File: src/rtl/vga_timing_pkg.sv
// ---------------------------------------------------------------------------
// vga_timing_pkg
// Shared timing constants for the 640x480@60 VGA raster.
//   - DEF_* : default visible/porch/sync sizes and the pixel/move dividers
//   - H_TOT, V_TOT, HS_*, VS_* : derived totals and sync windows at defaults
//   - CNT_W : width of the raster counters
// No ports (package).
// ---------------------------------------------------------------------------
package vga_timing_pkg;

    localparam int CNT_W        = 10;

    localparam int DEF_PIX_DIV  = 4;
    localparam int DEF_MOVE_DIV = 1;

    localparam int DEF_H_VIS    = 640;
    localparam int DEF_H_FP     = 16;
    localparam int DEF_H_SYNC   = 96;
    localparam int DEF_H_BP     = 48;

    localparam int DEF_V_VIS    = 480;
    localparam int DEF_V_FP     = 10;
    localparam int DEF_V_SYNC   = 2;
    localparam int DEF_V_BP     = 33;

    localparam int H_TOT    = DEF_H_VIS + DEF_H_FP + DEF_H_SYNC + DEF_H_BP;
    localparam int V_TOT    = DEF_V_VIS + DEF_V_FP + DEF_V_SYNC + DEF_V_BP;

    // Sync windows are half-open: [START, END)
    localparam int HS_START = DEF_H_VIS + DEF_H_FP;
    localparam int HS_END   = HS_START + DEF_H_SYNC;
    localparam int VS_START = DEF_V_VIS + DEF_V_FP;
    localparam int VS_END   = VS_START + DEF_V_SYNC;

endpackage

File: src/rtl/vga_sync_gen_if.sv
// ---------------------------------------------------------------------------
// vga_sync_gen_if
// Bundle of raster timing signals produced by vga_sync_gen and consumed by
// the drawing objects (paddles, ball, occupancy logic) and the VGA pins.
//   pixpulse  : one-clk pixel enable
//   hcount    : current pixel column
//   vcount    : current line
//   hsync     : horizontal sync, active low
//   vsync     : vertical sync, active low
//   blank     : high outside the visible area
//   frame_end : high during the last pixel of a frame
//   move_tick : high during the last pixel of every MOVE_DIV-th frame
// Modports: master (timing generator), slave (consumers).
// ---------------------------------------------------------------------------
interface vga_sync_gen_if;
    import vga_timing_pkg::*;

    logic             pixpulse;
    logic [CNT_W-1:0] hcount;
    logic [CNT_W-1:0] vcount;
    logic             hsync;
    logic             vsync;
    logic             blank;
    logic             frame_end;
    logic             move_tick;

    modport master (
        output pixpulse, hcount, vcount, hsync, vsync, blank, frame_end, move_tick
    );

    modport slave (
        input  pixpulse, hcount, vcount, hsync, vsync, blank, frame_end, move_tick
    );

endinterface

File: src/rtl/pix_enable_div.sv
// ---------------------------------------------------------------------------
// pix_enable_div
// Clock-enable divider: counts 0..DIV-1 every clk and raises pixpulse for
// the single clock in which the count sits at DIV-1.
//   clk      : system clock
//   rst      : asynchronous active-high reset (count cleared to 0)
//   pixpulse : one-clk enable, high 1 of every DIV clocks
// ---------------------------------------------------------------------------
module pix_enable_div #(
    parameter int DIV = 4
) (
    input  logic clk,
    input  logic rst,
    output logic pixpulse
);

    localparam int           DW   = $clog2(DIV);
    localparam logic [DW-1:0] LAST = DW'(DIV - 1);

    logic [DW-1:0] div_cnt;

    // Decoding from the register keeps pixpulse low in reset and places the
    // first pulse in the DIV-th clock after release.
    assign pixpulse = (div_cnt == LAST);

    always_ff @(posedge clk or posedge rst) begin
        if (rst) begin
            div_cnt <= '0;
        end else if (div_cnt == LAST) begin
            div_cnt <= '0;
        end else begin
            div_cnt <= div_cnt + DW'(1);
        end
    end

endmodule

File: src/rtl/vga_sync_gen.sv
// ---------------------------------------------------------------------------
// vga_sync_gen
// Pixel-timing master for the VGA path. Divides clk into a pixel enable,
// walks the raster (hcount, vcount), and produces registered sync, blank,
// end-of-frame and frame-rate move strobes.
//   clk : system clock (100 MHz)
//   rst : asynchronous active-high reset
//   vga : vga_sync_gen_if.master carrying pixpulse, hcount, vcount, hsync,
//         vsync, blank, frame_end, move_tick
// ---------------------------------------------------------------------------
module vga_sync_gen
    import vga_timing_pkg::*;
#(
    parameter int PIX_DIV  = DEF_PIX_DIV,
    parameter int H_VIS    = DEF_H_VIS,
    parameter int H_FP     = DEF_H_FP,
    parameter int H_SYNC   = DEF_H_SYNC,
    parameter int H_BP     = DEF_H_BP,
    parameter int V_VIS    = DEF_V_VIS,
    parameter int V_FP     = DEF_V_FP,
    parameter int V_SYNC   = DEF_V_SYNC,
    parameter int V_BP     = DEF_V_BP,
    parameter int MOVE_DIV = DEF_MOVE_DIV
) (
    input  logic           clk,
    input  logic           rst,
    vga_sync_gen_if.master vga
);

    localparam int H_LEN = H_VIS + H_FP + H_SYNC + H_BP;
    localparam int V_LEN = V_VIS + V_FP + V_SYNC + V_BP;

    localparam logic [CNT_W-1:0] H_LAST = CNT_W'(H_LEN - 1);
    localparam logic [CNT_W-1:0] V_LAST = CNT_W'(V_LEN - 1);
    localparam logic [CNT_W-1:0] H_VIS_C = CNT_W'(H_VIS);
    localparam logic [CNT_W-1:0] V_VIS_C = CNT_W'(V_VIS);
    localparam logic [CNT_W-1:0] HS_LO = CNT_W'(H_VIS + H_FP);
    localparam logic [CNT_W-1:0] HS_HI = CNT_W'(H_VIS + H_FP + H_SYNC);
    localparam logic [CNT_W-1:0] VS_LO = CNT_W'(V_VIS + V_FP);
    localparam logic [CNT_W-1:0] VS_HI = CNT_W'(V_VIS + V_FP + V_SYNC);

    localparam int               FC_W    = (MOVE_DIV > 1) ? $clog2(MOVE_DIV) : 1;
    localparam logic [FC_W-1:0]  FC_LAST = FC_W'(MOVE_DIV - 1);

    // Raster totals must fit the counters; dividers must be meaningful.
    if (H_LEN > (1 << CNT_W) || V_LEN > (1 << CNT_W)) begin : g_size_check
        $error("vga_sync_gen: H_TOT/V_TOT exceed counter range");
    end
    if (PIX_DIV < 2 || MOVE_DIV < 1) begin : g_div_check
        $error("vga_sync_gen: PIX_DIV must be >=2 and MOVE_DIV >=1");
    end

    logic             pixpulse;
    logic [CNT_W-1:0] hcount;
    logic [CNT_W-1:0] vcount;
    logic             hsync;
    logic             vsync;
    logic             blank;
    logic             frame_end;
    logic             move_tick;
    logic [FC_W-1:0]  frame_cnt;

    logic             at_line_end;
    logic             at_frame_end;
    logic [CNT_W-1:0] next_h;
    logic [CNT_W-1:0] next_v;
    logic             next_last;

    pix_enable_div #(
        .DIV(PIX_DIV)
    ) u_pix_div (
        .clk     (clk),
        .rst     (rst),
        .pixpulse(pixpulse)
    );

    // Raster position that becomes current on the next pixpulse edge.
    always_comb begin
        at_line_end  = (hcount == H_LAST);
        at_frame_end = at_line_end && (vcount == V_LAST);
        next_h       = at_line_end ? '0 : hcount + CNT_W'(1);
        next_v       = vcount;
        if (at_frame_end) begin
            next_v = '0;
        end else if (at_line_end) begin
            next_v = vcount + CNT_W'(1);
        end
        next_last    = (next_h == H_LAST) && (next_v == V_LAST);
    end

    // Sync, blank and strobes are decoded from the next position and loaded
    // with it, so they always match the counters being presented.
    always_ff @(posedge clk or posedge rst) begin
        if (rst) begin
            hcount    <= '0;
            vcount    <= '0;
            hsync     <= 1'b1;
            vsync     <= 1'b1;
            blank     <= 1'b0;
            frame_end <= 1'b0;
            move_tick <= 1'b0;
            frame_cnt <= '0;
        end else if (pixpulse) begin
            hcount    <= next_h;
            vcount    <= next_v;
            hsync     <= !((next_h >= HS_LO) && (next_h < HS_HI));
            vsync     <= !((next_v >= VS_LO) && (next_v < VS_HI));
            blank     <= (next_h >= H_VIS_C) || (next_v >= V_VIS_C);
            frame_end <= next_last;
            move_tick <= next_last && (frame_cnt == FC_LAST);
            if (at_frame_end) begin
                frame_cnt <= (frame_cnt == FC_LAST) ? '0 : frame_cnt + FC_W'(1);
            end
        end
    end

    assign vga.pixpulse  = pixpulse;
    assign vga.hcount    = hcount;
    assign vga.vcount    = vcount;
    assign vga.hsync     = hsync;
    assign vga.vsync     = vsync;
    assign vga.blank     = blank;
    assign vga.frame_end = frame_end;
    assign vga.move_tick = move_tick;

endmodule
File: src/flat_wrapper.sv
// flat-port wrapper written by rule: the top's interface ports become plain ports
module vga_sync_gen_flat import vga_timing_pkg::*;
#(
    parameter int PIX_DIV  = DEF_PIX_DIV,
    parameter int H_VIS    = DEF_H_VIS,
    parameter int H_FP     = DEF_H_FP,
    parameter int H_SYNC   = DEF_H_SYNC,
    parameter int H_BP     = DEF_H_BP,
    parameter int V_VIS    = DEF_V_VIS,
    parameter int V_FP     = DEF_V_FP,
    parameter int V_SYNC   = DEF_V_SYNC,
    parameter int V_BP     = DEF_V_BP,
    parameter int MOVE_DIV = DEF_MOVE_DIV
)
  (clk, rst, vga_pixpulse, vga_hcount, vga_vcount, vga_hsync, vga_vsync, vga_blank, vga_frame_end, vga_move_tick);
  vga_sync_gen_if vga_i ();
  input  logic clk;
  input  logic rst;
  output wire logic [$bits(vga_i.pixpulse)-1:0] vga_pixpulse;
  output wire logic [$bits(vga_i.hcount)-1:0] vga_hcount;
  output wire logic [$bits(vga_i.vcount)-1:0] vga_vcount;
  output wire logic [$bits(vga_i.hsync)-1:0] vga_hsync;
  output wire logic [$bits(vga_i.vsync)-1:0] vga_vsync;
  output wire logic [$bits(vga_i.blank)-1:0] vga_blank;
  output wire logic [$bits(vga_i.frame_end)-1:0] vga_frame_end;
  output wire logic [$bits(vga_i.move_tick)-1:0] vga_move_tick;
  assign vga_pixpulse = vga_i.pixpulse;
  assign vga_hcount = vga_i.hcount;
  assign vga_vcount = vga_i.vcount;
  assign vga_hsync = vga_i.hsync;
  assign vga_vsync = vga_i.vsync;
  assign vga_blank = vga_i.blank;
  assign vga_frame_end = vga_i.frame_end;
  assign vga_move_tick = vga_i.move_tick;
  vga_sync_gen #(.PIX_DIV(PIX_DIV), .H_VIS(H_VIS), .H_FP(H_FP), .H_SYNC(H_SYNC), .H_BP(H_BP), .V_VIS(V_VIS), .V_FP(V_FP), .V_SYNC(V_SYNC), .V_BP(V_BP), .MOVE_DIV(MOVE_DIV)) u_core (.clk(clk), .rst(rst), .vga(vga_i));
endmodule
File: config.mk
export PLATFORM = sky130hd
export DESIGN_NAME = vga_sync_gen_flat
export DESIGN_NICKNAME = d
export VERILOG_FILES = /design/src/rtl/vga_timing_pkg.sv /design/src/rtl/vga_sync_gen_if.sv /design/src/rtl/pix_enable_div.sv /design/src/rtl/vga_sync_gen.sv /design/src/flat_wrapper.sv
export SDC_FILE = /design/constraint.sdc
export NUM_CORES = 1
export LEC_CHECK = 0
export CAP_MARGIN = 40
export CORE_UTILIZATION = 26
export DETAILED_ROUTE_END_ITERATION = 6
export HOLD_SLACK_MARGIN = 0.12
export PLACE_DENSITY = 0.46
export SETUP_SLACK_MARGIN = 0.5
export SYNTH_ARGS = -nofsm -noshare
export SYNTH_HDL_FRONTEND = slang
export SYNTH_SLANG_ARGS = --single-unit
File: constraint.sdc
create_clock -name clk -period 3.4 [get_ports clk]
set_input_delay 0.68 -clock clk [delete_from_list [all_inputs] [get_ports clk]]
set_output_delay 0.68 -clock clk [all_outputs]
set_load 0.01 [all_outputs]
==> results by group, run 1 <==
Logic synthesis
  – Synth Register Bits: 26
  – YS warnings: 0
  – Number of flops mapped to enable cells by yosys: 0
  – Synthesized net count: 212
  – Top cells by area, synth: dfrtp_1 33%, nand2_1 6.5%, xnor2_1 4.4%
  – Avg Inst Size Synth: 8.75 um^2
  – Seq/Total Area, Yosys: 36.4%
  – Top post-synthesis cells by count: 31 x nand2_1, 24 x dfrtp_1, 12 x nor2_1, 11 x o21ai_0
  – Synth cell types: 55
  – Post-synth ARST share: 100%
  – Post-synth design cell area: 0.00179 mm^2
  – Yosys top cell by area: dfrtp_1
  – Top_reg_cell synth: dfrtp_1
  – Count leader, synth: nand2_1
  – Yosys top cell area share: 33.5%
  – Syn Inst Count: 205

Routing
  – # DRC: 0
  – Via count: 1634
  – Drt initial violations: 84
  – WL final: 4.67 mm
  – Routed wire per std cell: 15.6 um
  – Routed Antenna Nets: 0
  – Routed vias/inst: 5.45
  – Pre-antenna DRT Iters: 4

Timing
  – Fin Setup TNS: 0 ns
  – Worst-Margin Slew: 0.765 ns
  – Slew headroom: 48.7%
  – RSZ-0062 raised after global routing: false
  – # setup viols final: 0
  – Final period util: 75.8%
  – Final hold violations: 0
  – Tmin final: 2.58 ns
  – Final Max Tran Viols: 0
  – Fin Clk Skew: 0.00237 ns
  – F_max: 388 MHz

Finish
  – Ratio of cells with drive above 1 in the final layout: 9.42%
  – # diodes: 0
  – Nets: 231
  – Area grow syn2layout: 19.7%
  – Finished Cell Area: 0.00215 mm^2

Worst hold path
  – Worst hold path type: reg2reg
  – Hold path cells: 1

Place
  – Dpl hpwl: 3.28 mm
  – DP Area: 0.00209 mm^2
  – IO buf count: 27
  – Final Wtd Congestion: 0.778

Power
  – Clock power share: 40.9%
  – Pwr Density: 250 mW/mm^2
  – Switching part of the total: 22.7%
  – Switching pwr: 122 uW
  – Internal power: 415 uW
  – Sequential power share: 57.6%
  – Maximum vdd ir drop: 0.127 mV
  – Comb pwr share: 1.5%
  – Static leakage power: 0.764 nW

Run status
  – Status: completed

CTS
  – # hold bufs at CTS: 0
  – Clock tree sinks: 26
  – CTS tree: built
  – TritonCTS buffer count: 3
  – CTS H-tree depth: 1
  – Post-CTS setup buffers: 0
  – Clock latency on the worst-skew pair: 0.28 ns
  – Clock transition at the registers of the reported paths: 0.10 ns
  – Post-CTS resize count: 0
  – Clock Tree Buf Depth: 2
  – Root Buffer: clkbuf_8

GRT
  – Vias in the first global route: 1439
  – First-pass GRT wire length: 7.53 mm
  – Largest net degree at the start of global routing: 27
  – Initial antenna violation count: 0
  – GRT Util Overall: 13.3%
  – Grt ovf: 0

Setup path
  – Startpoint Class: flip-flop
  – Worst Reg-to-Reg Cells: 7
  – Crit-path max FO: 11
  – WS Path Type: reg2reg
  – WP data arrival: 2.80 ns
  – Worst Path Required: 3.62 ns
  – CP Capture Type: flip-flop

Floorplanning
  – Die area: 0.00724 mm^2
  – Core area: 0.00649 mm^2
  – # rows: 29
  – Die extent in y: 85.1 um
  – Initial Utilization: 27.6%
  – Io pins: 28
  – Die width: 85.1 um

Flow run
  – Max cap viols: 0
-- worst max-delay path: stages (launching register included) --
cell,delay [ns]
dfrtp_1,0.45
ha_1,0.30
nand4_1,0.23
nor3_2,0.68
nand2_1,0.15
a2bb2oi_1,0.16
o22a_1,0.20
o32a_1,0.34
-- layer usage --
layer,GRT usage (%),vias up,part of all wire (%)
li1,-,789,-
met1,19.5,787,49
met2,19.5,51,43
met3,1.95,7,5.4
met4,5.55,0,1.9
met5,0,-,0
-- metrics by stage --
stage                     setup WS, ns  hold WS (ns)  total power [mW]  util, %  std cells
final                            0.823         0.439             0.537     33.1        300
after global routing             0.577         0.478             0.552     33.1        300
after CTS                        0.847         0.438             0.542     33.1        300
after detailed placement         0.871         0.418             0.324     32.2        296
after global placement           0.960         0.418             0.324     32.2        296
after floorplan                   1.06         0.403             0.320        -        205
-- power groups by stage --
stage | clock network [mW] | registers (mW) | logic (mW)
after floorplan | 0 | 0.315 | 0.00457
after global placement | 0 | 0.315 | 0.00899
after detailed placement | 0 | 0.315 | 0.00923
after CTS | 0.224 | 0.309 | 0.00920
after global routing | 0.233 | 0.309 | 0.00983
final | 0.220 | 0.309 | 0.00824
-- sequential cells by signal (all words and copies together), names as in the netlist --
| signal | cells |
|---|---|
| u_core.vga.hcount | 10 |
| u_core.vga.vcount | 10 |
| u_core.u_pix_div.div_cnt | 2 |
| u_core.vga.blank | 1 |
| u_core.vga.hsync | 1 |
| u_core.vga.move_tick | 1 |
| u_core.vga.vsync | 1 |
-- cells by family (layout without fill, tap and decap cells) --
family	Yosys count	after routing	synth area share, %
DFF	26	26	36.4
muxes	2	2	1.26
AOI/OAI and AO/OA	49	49	19.1
buffers and inverters	22	40	6.07
xor gates and xnor gates	13	13	6.35
adders and majority gates	5	5	3.49
and+or+nand+nor	88	88	27.3
-- final timing paths --
| path | from | endpoint | slack [ns] |
|---|---|---|---|
| max | u_core.vga.hcount[1] | u_core.vga.vsync | 0.82 |
| min | u_core.u_pix_div.div_cnt[0] | u_core.u_pix_div.div_cnt[0] | 0.44 |
| max in group asynchronous | rst | u_core.vga.vsync | 2.35 |
| min reg2reg | u_core.u_pix_div.div_cnt[0] | u_core.u_pix_div.div_cnt[0] | 0.44 |
| min in group asynchronous | rst | u_core.vga.vcount[3] | 0.75 |
| max reg2reg | u_core.vga.hcount[1] | u_core.vga.vsync | 0.82 |
-- layout by cell type, fill, tap and decap left out, types with 2 or more instances in the layout --
| cell type | synthesis | layout |
|---|---|---|
| inv_1 | 7 | 7 |
| xor2_1 | 4 | 4 |
| and4_1 | 2 | 2 |
| and4_4 | 2 | 2 |
| clkbuf_8 | 0 | 4 |
| a21o_1 | 2 | 2 |
| mux2_2 | 2 | 2 |
| o32a_1 | 2 | 2 |
| nand3_1 | 5 | 5 |
| dfrtp_1 | 24 | 24 |
| and3_1 | 2 | 2 |
| nand3_2 | 2 | 2 |
| o22a_1 | 2 | 2 |
| o21ai_1 | 5 | 5 |
| nor4_1 | 4 | 4 |
| a21oi_1 | 6 | 6 |
| nor3_1 | 3 | 3 |
| dfstp_2 | 2 | 2 |
| a31o_2 | 2 | 2 |
| nor2b_1 | 2 | 2 |
| o21ai_0 | 11 | 11 |
| buf_4 | 3 | 2 |
| a211oi_1 | 2 | 2 |
| nand4_1 | 9 | 9 |
| nor2_1 | 12 | 12 |
| o31ai_1 | 3 | 3 |
| ha_1 | 5 | 5 |
| nand2_1 | 31 | 31 |
| nand2b_1 | 2 | 2 |
| xnor2_1 | 9 | 9 |
| clkdlybuf4s50_1 | 0 | 27 |
| o31a_1 | 4 | 4 |
-- cell type report --
class                           count  area [um^2]
Fill cell                         661         4350
Multi-Input combinational cell    157         1030
Sequential cell                    26          653
Timing Repair Buffer               29          285
Tap cell                           77         96.3
Clock buffer                        4         55.1
Inverter                            7         26.3
Power figures use the tool's default switching activity.
==> inputs of run 2 (changes only) <==
==> constraint.sdc (replaced) <==
create_clock -name clk -period 2.4 [get_ports clk]
set_input_delay 0.48 -clock clk [delete_from_list [all_inputs] [get_ports clk]]
set_output_delay 0.48 -clock clk [all_outputs]
set_load 0.01 [all_outputs]
==> results by group, run 2 (same netlist as run 1, synthesis figures left out) <==
GRT
  – Grt ovf: 0
  – First-pass GRT wire length: 8.78 mm
  – Largest net degree at the start of global routing: 27
  – Vias in the first global route: 1704
  – Initial antenna violation count: 0
  – GRT Util Overall: 15.5%

Setup path
  – Cell depth of the worst setup path: 7
  – Crit path largest cell delay: 0.49 ns
  – CP Capture Type: flip-flop
  – Crit. Startpoint: u_core.vga.hcount[0]
  – CP most frequent cell: or4_4
  – Worst Path Required: 2.60 ns
  – WP data arrival: 2.32 ns
  – Startpoint Class: flip-flop
  – Crit-path max FO: 3
  – Critical R2R Launch: u_core.vga.hcount[0]
  – Crit path buf inv count: 2
  – CP max stage cell: or4_4
  – WS Path Type: reg2reg
  – Worst Reg-to-Reg Cells: 7
  – CP top delay family: simple AND/OR/NAND/NOR gates
  – Cell Chain, Critical Path: buf_4 > inv_2 > ha_2 > nand4_1 > or4_4 > or4_4 > o31ai_2

Finish
  – Nets: 276
  – Commonest non-fill, non-tap cell in the layout: buf_4
  – Top Registers: u_core.vga.hcount (10), u_core.vga.vcount (10), u_core.u_pix_div.div_cnt (2)
  – # diodes: 0
  – Fillers: 648
  – Area grow syn2layout: 46.9%
  – Ratio of cells with drive above 1 in the final layout: 33.7%
  – Area of the multi-input gates: 0.00115 mm^2
  – Most frequent cells in the layout: 43 x buf_4, 30 x nand2_1, 18 x clkdlybuf4s50_1, 13 x dfrtp_1, 12 x nor2_1
  – Register area: 667 um^2

CTS
  – CTS tree: built
  – CTS H-tree depth: 1
  – Clock tree sinks: 26
  – Clock latency on the worst-skew pair: 0.28 ns
  – Clock transition at the registers of the reported paths: 0.10 ns
  – Clock Tree Buf Depth: 2
  – TritonCTS buffer count: 3
  – Root Buffer: clkbuf_8

Timing
  – Fin Clk Skew: 0.00352 ns
  – Fin Setup TNS: 0 ns
  – Worst-Margin Slew: 0.347 ns
  – # setup viols final: 0
  – Hold WS: 0.448 ns
  – F_max: 471 MHz
  – RSZ-0062 raised after global routing: true
  – Final WS setup: 0.277 ns
  – Slew headroom: 76.6%
  – Final Max Tran Viols: 0
  – Final hold violations: 0
  – Tmin final: 2.12 ns
  – Final period util: 88.5%

Routing
  – Metal2 WL: 2.50 mm
  – Detailed route wirelength on metal3: 217 um
  – Routed Antenna Nets: 0
  – # DRC: 0
  – Highest layer used for signal routing: met4
  – Pre-antenna DRT Iters: 5
  – Routed wire per std cell: 15.5 um
  – Met1 wire length: 2.56 mm
  – Drt initial violations: 128
  – WL final: 5.33 mm
  – Via count: 1778
  – Routed vias/inst: 5.17

Power
  – Pwr Density: 272 mW/mm^2
  – Maximum vdd ir drop: 0.167 mV
  – Static leakage power: 1.13 nW

Place
  – Final Wtd Congestion: 0.793
  – Dpl hpwl: 3.56 mm
  – Dpl ws: 0.165 ns
  – IO buf count: 27

Run status
  – Status: completed

Worst hold path
  – Hold Startpoint: u_core.u_pix_div.div_cnt[0]
  – Hold path cells: 1
  – Worst hold path type: reg2reg

Flow run
  – Max cap viols: 0

Floorplanning
  – # rows: 29
  – Core area: 0.00649 mm^2
  – Io pins: 28
  – Initial Utilization: 27.6%
  – Die area: 0.00724 mm^2
  – Die extent in y: 85.1 um
  – Die width: 85.1 um
## run 2: cell types whose count changed in the layout (fill, tap and decap cells not counted), sizes merged
cell           before  now
buf                 2   47
clkbuf              4    3
clkdlybuf4s50      27   18
dlygate4sd2         0    3
dlymetal6s2s        0    6
## run 2: repair_timing
item,in CTS,in global routing
endpoints found under the setup margin,16,21
resized for setup,22,19
pin swaps,8,8
setup buffers,27,4
hold buffers,0,0
## run 2: power by group
part           switching [mW]  total, mW  internal (mW)
sequential                  0      0.438          0.438
combinational         0.00891     0.0115        0.00261
clock                   0.154      0.268          0.113
## run 2: per-stage QoR
step,area (um^2),power (mW),instances,utilization [%]
5_1_grt,2640,0.750,344,40.6
3_3_place_gp,2230,0.459,310,34.4
4_1_cts,2530,0.729,340,39.0
2_1_floorplan,1830,0.453,205,-
3_5_place_dp,2230,0.459,310,34.4
6_report,2640,0.717,344,40.6
## run 2: path summary, 6_finish.rpt
kind / endpoint / slack [ns]
min: u_core.u_pix_div.div_cnt[0] / 0.45
max in group asynchronous: u_core.vga.vsync / 1.55
max: u_core.vga.move_tick / 0.28
max reg2reg: u_core.vga.move_tick / 0.28
min reg2reg: u_core.u_pix_div.div_cnt[0] / 0.45
min in group asynchronous: u_core.u_pix_div.div_cnt[1] / 0.54
## run 2: layer usage
metal  track usage [%]  vias to the layer above
met4              5.86                        0
met1              22.8                      842
li1                  -                      881
met3              1.75                        4
met2              23.2                       51
met5                 0                        -
## run 2: worst register-to-register path, delay by kind of cell, from the launching register on
| family | cells | cell delay [ns] |
|---|---|---|
| AO/OA/AOI/OAI | 1 | 0.17 |
| adder cells (fa/ha/maj) | 1 | 0.17 |
| flip-flops | 1 | 0.44 |
| AND/OR/NAND/NOR | 3 | 1.07 |
| buffers and inverters | 2 | 0.21 |
## run 2: cell type report
type,instances,area share (%)
Clock buffer,3,1.57
Inverter,7,0.997
Multi-Input combinational cell,157,43.8
Sequential cell,26,25.3
Tap cell,77,3.66
Timing Repair Buffer,74,24.6
==> inputs of run 3 (changes only) <==
--- a/config.mk
+++ b/config.mk
@@ -6,10 +6,10 @@
 export NUM_CORES = 1
 export LEC_CHECK = 0
 export CAP_MARGIN = 40
-export CORE_UTILIZATION = 26
+export CORE_UTILIZATION = 45
 export DETAILED_ROUTE_END_ITERATION = 6
 export HOLD_SLACK_MARGIN = 0.12
-export PLACE_DENSITY = 0.46
+export PLACE_DENSITY = 0.7
 export SETUP_SLACK_MARGIN = 0.5
 export SYNTH_ARGS = -nofsm -noshare
 export SYNTH_HDL_FRONTEND = slang
==> results by group, run 3 (same netlist as run 1, synthesis figures left out) <==
Timing
  – Fin Setup TNS: 0 ns
  – Slew headroom: 73.2%
  – Final hold violations: 0
  – Fin Clk Skew: 0.00861 ns
  – Final WS setup: 0.198 ns
  – Worst-Margin Slew: 0.398 ns
  – Tmin final: 2.20 ns
  – RSZ-0062 raised after global routing: true
  – # setup viols final: 0
  – Final period util: 91.7%
  – Final Max Tran Viols: 0
  – F_max: 454 MHz

GRT
  – Vias in the first global route: 1750
  – Grt ovf: 0
  – GRT Util Overall: 25.7%
  – First-pass GRT wire length: 8.36 mm
  – Initial antenna violation count: 0
  – Largest net degree at the start of global routing: 27

CTS
  – Clock tree sinks: 26
  – Clock transition at the registers of the reported paths: 0.10 ns
  – # hold bufs at CTS: 0
  – CTS tree: built
  – Root Buffer: clkbuf_8
  – CTS H-tree depth: 1
  – TritonCTS buffer count: 3
  – Clock latency on the worst-skew pair: 0.28 ns
  – Clock Tree Buf Depth: 2

Place
  – Dpl hpwl: 3.42 mm
  – Dpl ws: 0.168 ns
  – Final Wtd Congestion: 0.984
  – DP Area: 0.00221 mm^2
  – IO buf count: 27

Routing
  – Routed Antenna Nets: 0
  – WL final: 5.40 mm
  – Via count: 1870
  – # DRC: 0
  – Routed wire per std cell: 17.5 um
  – Pre-antenna DRT Iters: 4
  – Routed vias/inst: 6.07
  – Drt initial violations: 197

Setup path
  – Crit. Startpoint: u_core.vga.hcount[0]
  – Worst reg2reg endpoint: u_core.vga.move_tick
  – WS Path Type: reg2reg
  – Setup crit end: u_core.vga.move_tick
  – Worst Reg-to-Reg Cells: 8
  – Startpoint Class: flip-flop
  – CP Capture Type: flip-flop
  – WP data arrival: 2.40 ns
  – Crit-path max FO: 7
  – Worst Path Required: 2.60 ns
  – R2R Setup Slk: 0.20 ns
  – Critical R2R Launch: u_core.vga.hcount[0]

Run status
  – Status: completed

Power
  – Static leakage power: 1.04 nW
  – Clock power share: 45.7%
  – Maximum vdd ir drop: 0.268 mV
  – Pwr Density: 319 mW/mm^2
  – Total Power: 828 uW
  – Comb pwr share: 1.4%
  – Switching pwr: 164 uW
  – Internal power: 664 uW
  – Switching part of the total: 19.8%
  – Sequential power share: 52.9%

Worst hold path
  – Worst hold path type: reg2reg

Finish
  – # diodes: 0
  – Top Registers: u_core.vga.hcount (10), u_core.vga.vcount (10), u_core.u_pix_div.div_cnt (2)
  – Most frequent cells in the layout: 32 x buf_4, 28 x nand2_1, 24 x clkdlybuf4s50_1
  – Area grow syn2layout: 44.6%
  – Finished Cell Area: 0.00259 mm^2
  – Nets: 268
  – Ratio of cells with drive above 1 in the final layout: 35.0%
  – Commonest non-fill, non-tap cell in the layout: buf_4

Floorplanning
  – Core area: 0.00374 mm^2
  – Initial Utilization: 47.9%
  – # rows: 22
  – Die width: 65.1 um
  – Die area: 0.00424 mm^2
  – Io pins: 28
  – Die extent in y: 65.1 um

Flow run
  – Max cap viols: 0
-- run 3: cell type report --
type | instances | area (um^2)
Fill cell | 291 | 1150
Tap cell | 48 | 60.1
Sequential cell | 26 | 668
Clock buffer | 3 | 41.3
Inverter | 7 | 26.3
Multi-Input combinational cell | 157 | 1170
Timing Repair Buffer | 66 | 602
Clock inverter | 1 | 30.0
-- run 3: power groups by stage --
stage	registers, mW	clock network (mW)	logic, mW
after global placement	0.446	0	0.0119
after CTS	0.438	0.373	0.0123
after floorplan	0.446	0	0.00647
final	0.438	0.378	0.0115
after global routing	0.438	0.397	0.0132
after detailed placement	0.446	0	0.0123
-- run 3: critical path, cell delays in order, from the launching register on --
cell and delay, ns:
dfrtp_2 0.42, ha_4 0.17, and4_4 0.25, buf_4 0.12, nand3_2 0.08, nor2_1 0.24, xor2_1 0.12, or4_4 0.52
o31ai_2 0.18
-- run 3: through the flow --
stage               hold WS (ns)  instances  util, %
detailed placement         0.428        283     59.1
global route               0.469        308     69.3
finish                     0.452        308     69.3
CTS                        0.448        299     65.3
global placement           0.415        283     59.1
floorplan                  0.403        205        -
-- run 3: routing by layer --
| layer | GRT usage (%) | vias up | wire length, um |
|---|---|---|---|
| met3 | 2.43 | 15 | 383 |
| li1 | - | 864 | - |
| met5 | 0 | - | 0 |
| met1 | 34.9 | 891 | 2230 |
| met2 | 43.2 | 100 | 2670 |
| met4 | 7.61 | 0 | 116 |
-- run 3: what timing repair did --
action                                  in CTS  in global routing
pin swaps                                    6                 15
endpoints found under the setup margin      16                 18
setup buffers                               12                  9
hold endpoints to repair                     0                  0
gates resized for setup                     20                 25
-- run 3: worst min-delay path by stage --
| stage | endpoint | cells past startpoint | slack (ns) | from |
|---|---|---|---|---|
| final | u_core.u_pix_div.div_cnt[0] | 1 | 0.45 | u_core.u_pix_div.div_cnt[0] |
| after global routing | u_core.u_pix_div.div_cnt[0] | 1 | 0.47 | u_core.u_pix_div.div_cnt[0] |
| after CTS | u_core.u_pix_div.div_cnt[0] | 1 | 0.45 | u_core.u_pix_div.div_cnt[0] |
| after detailed placement | u_core.u_pix_div.div_cnt[0] | 1 | 0.43 | u_core.u_pix_div.div_cnt[0] |
| after global placement | u_core.u_pix_div.div_cnt[0] | 1 | 0.41 | u_core.u_pix_div.div_cnt[0] |
| after floorplan | u_core.u_pix_div.div_cnt[0] | 1 | 0.40 | u_core.u_pix_div.div_cnt[0] |
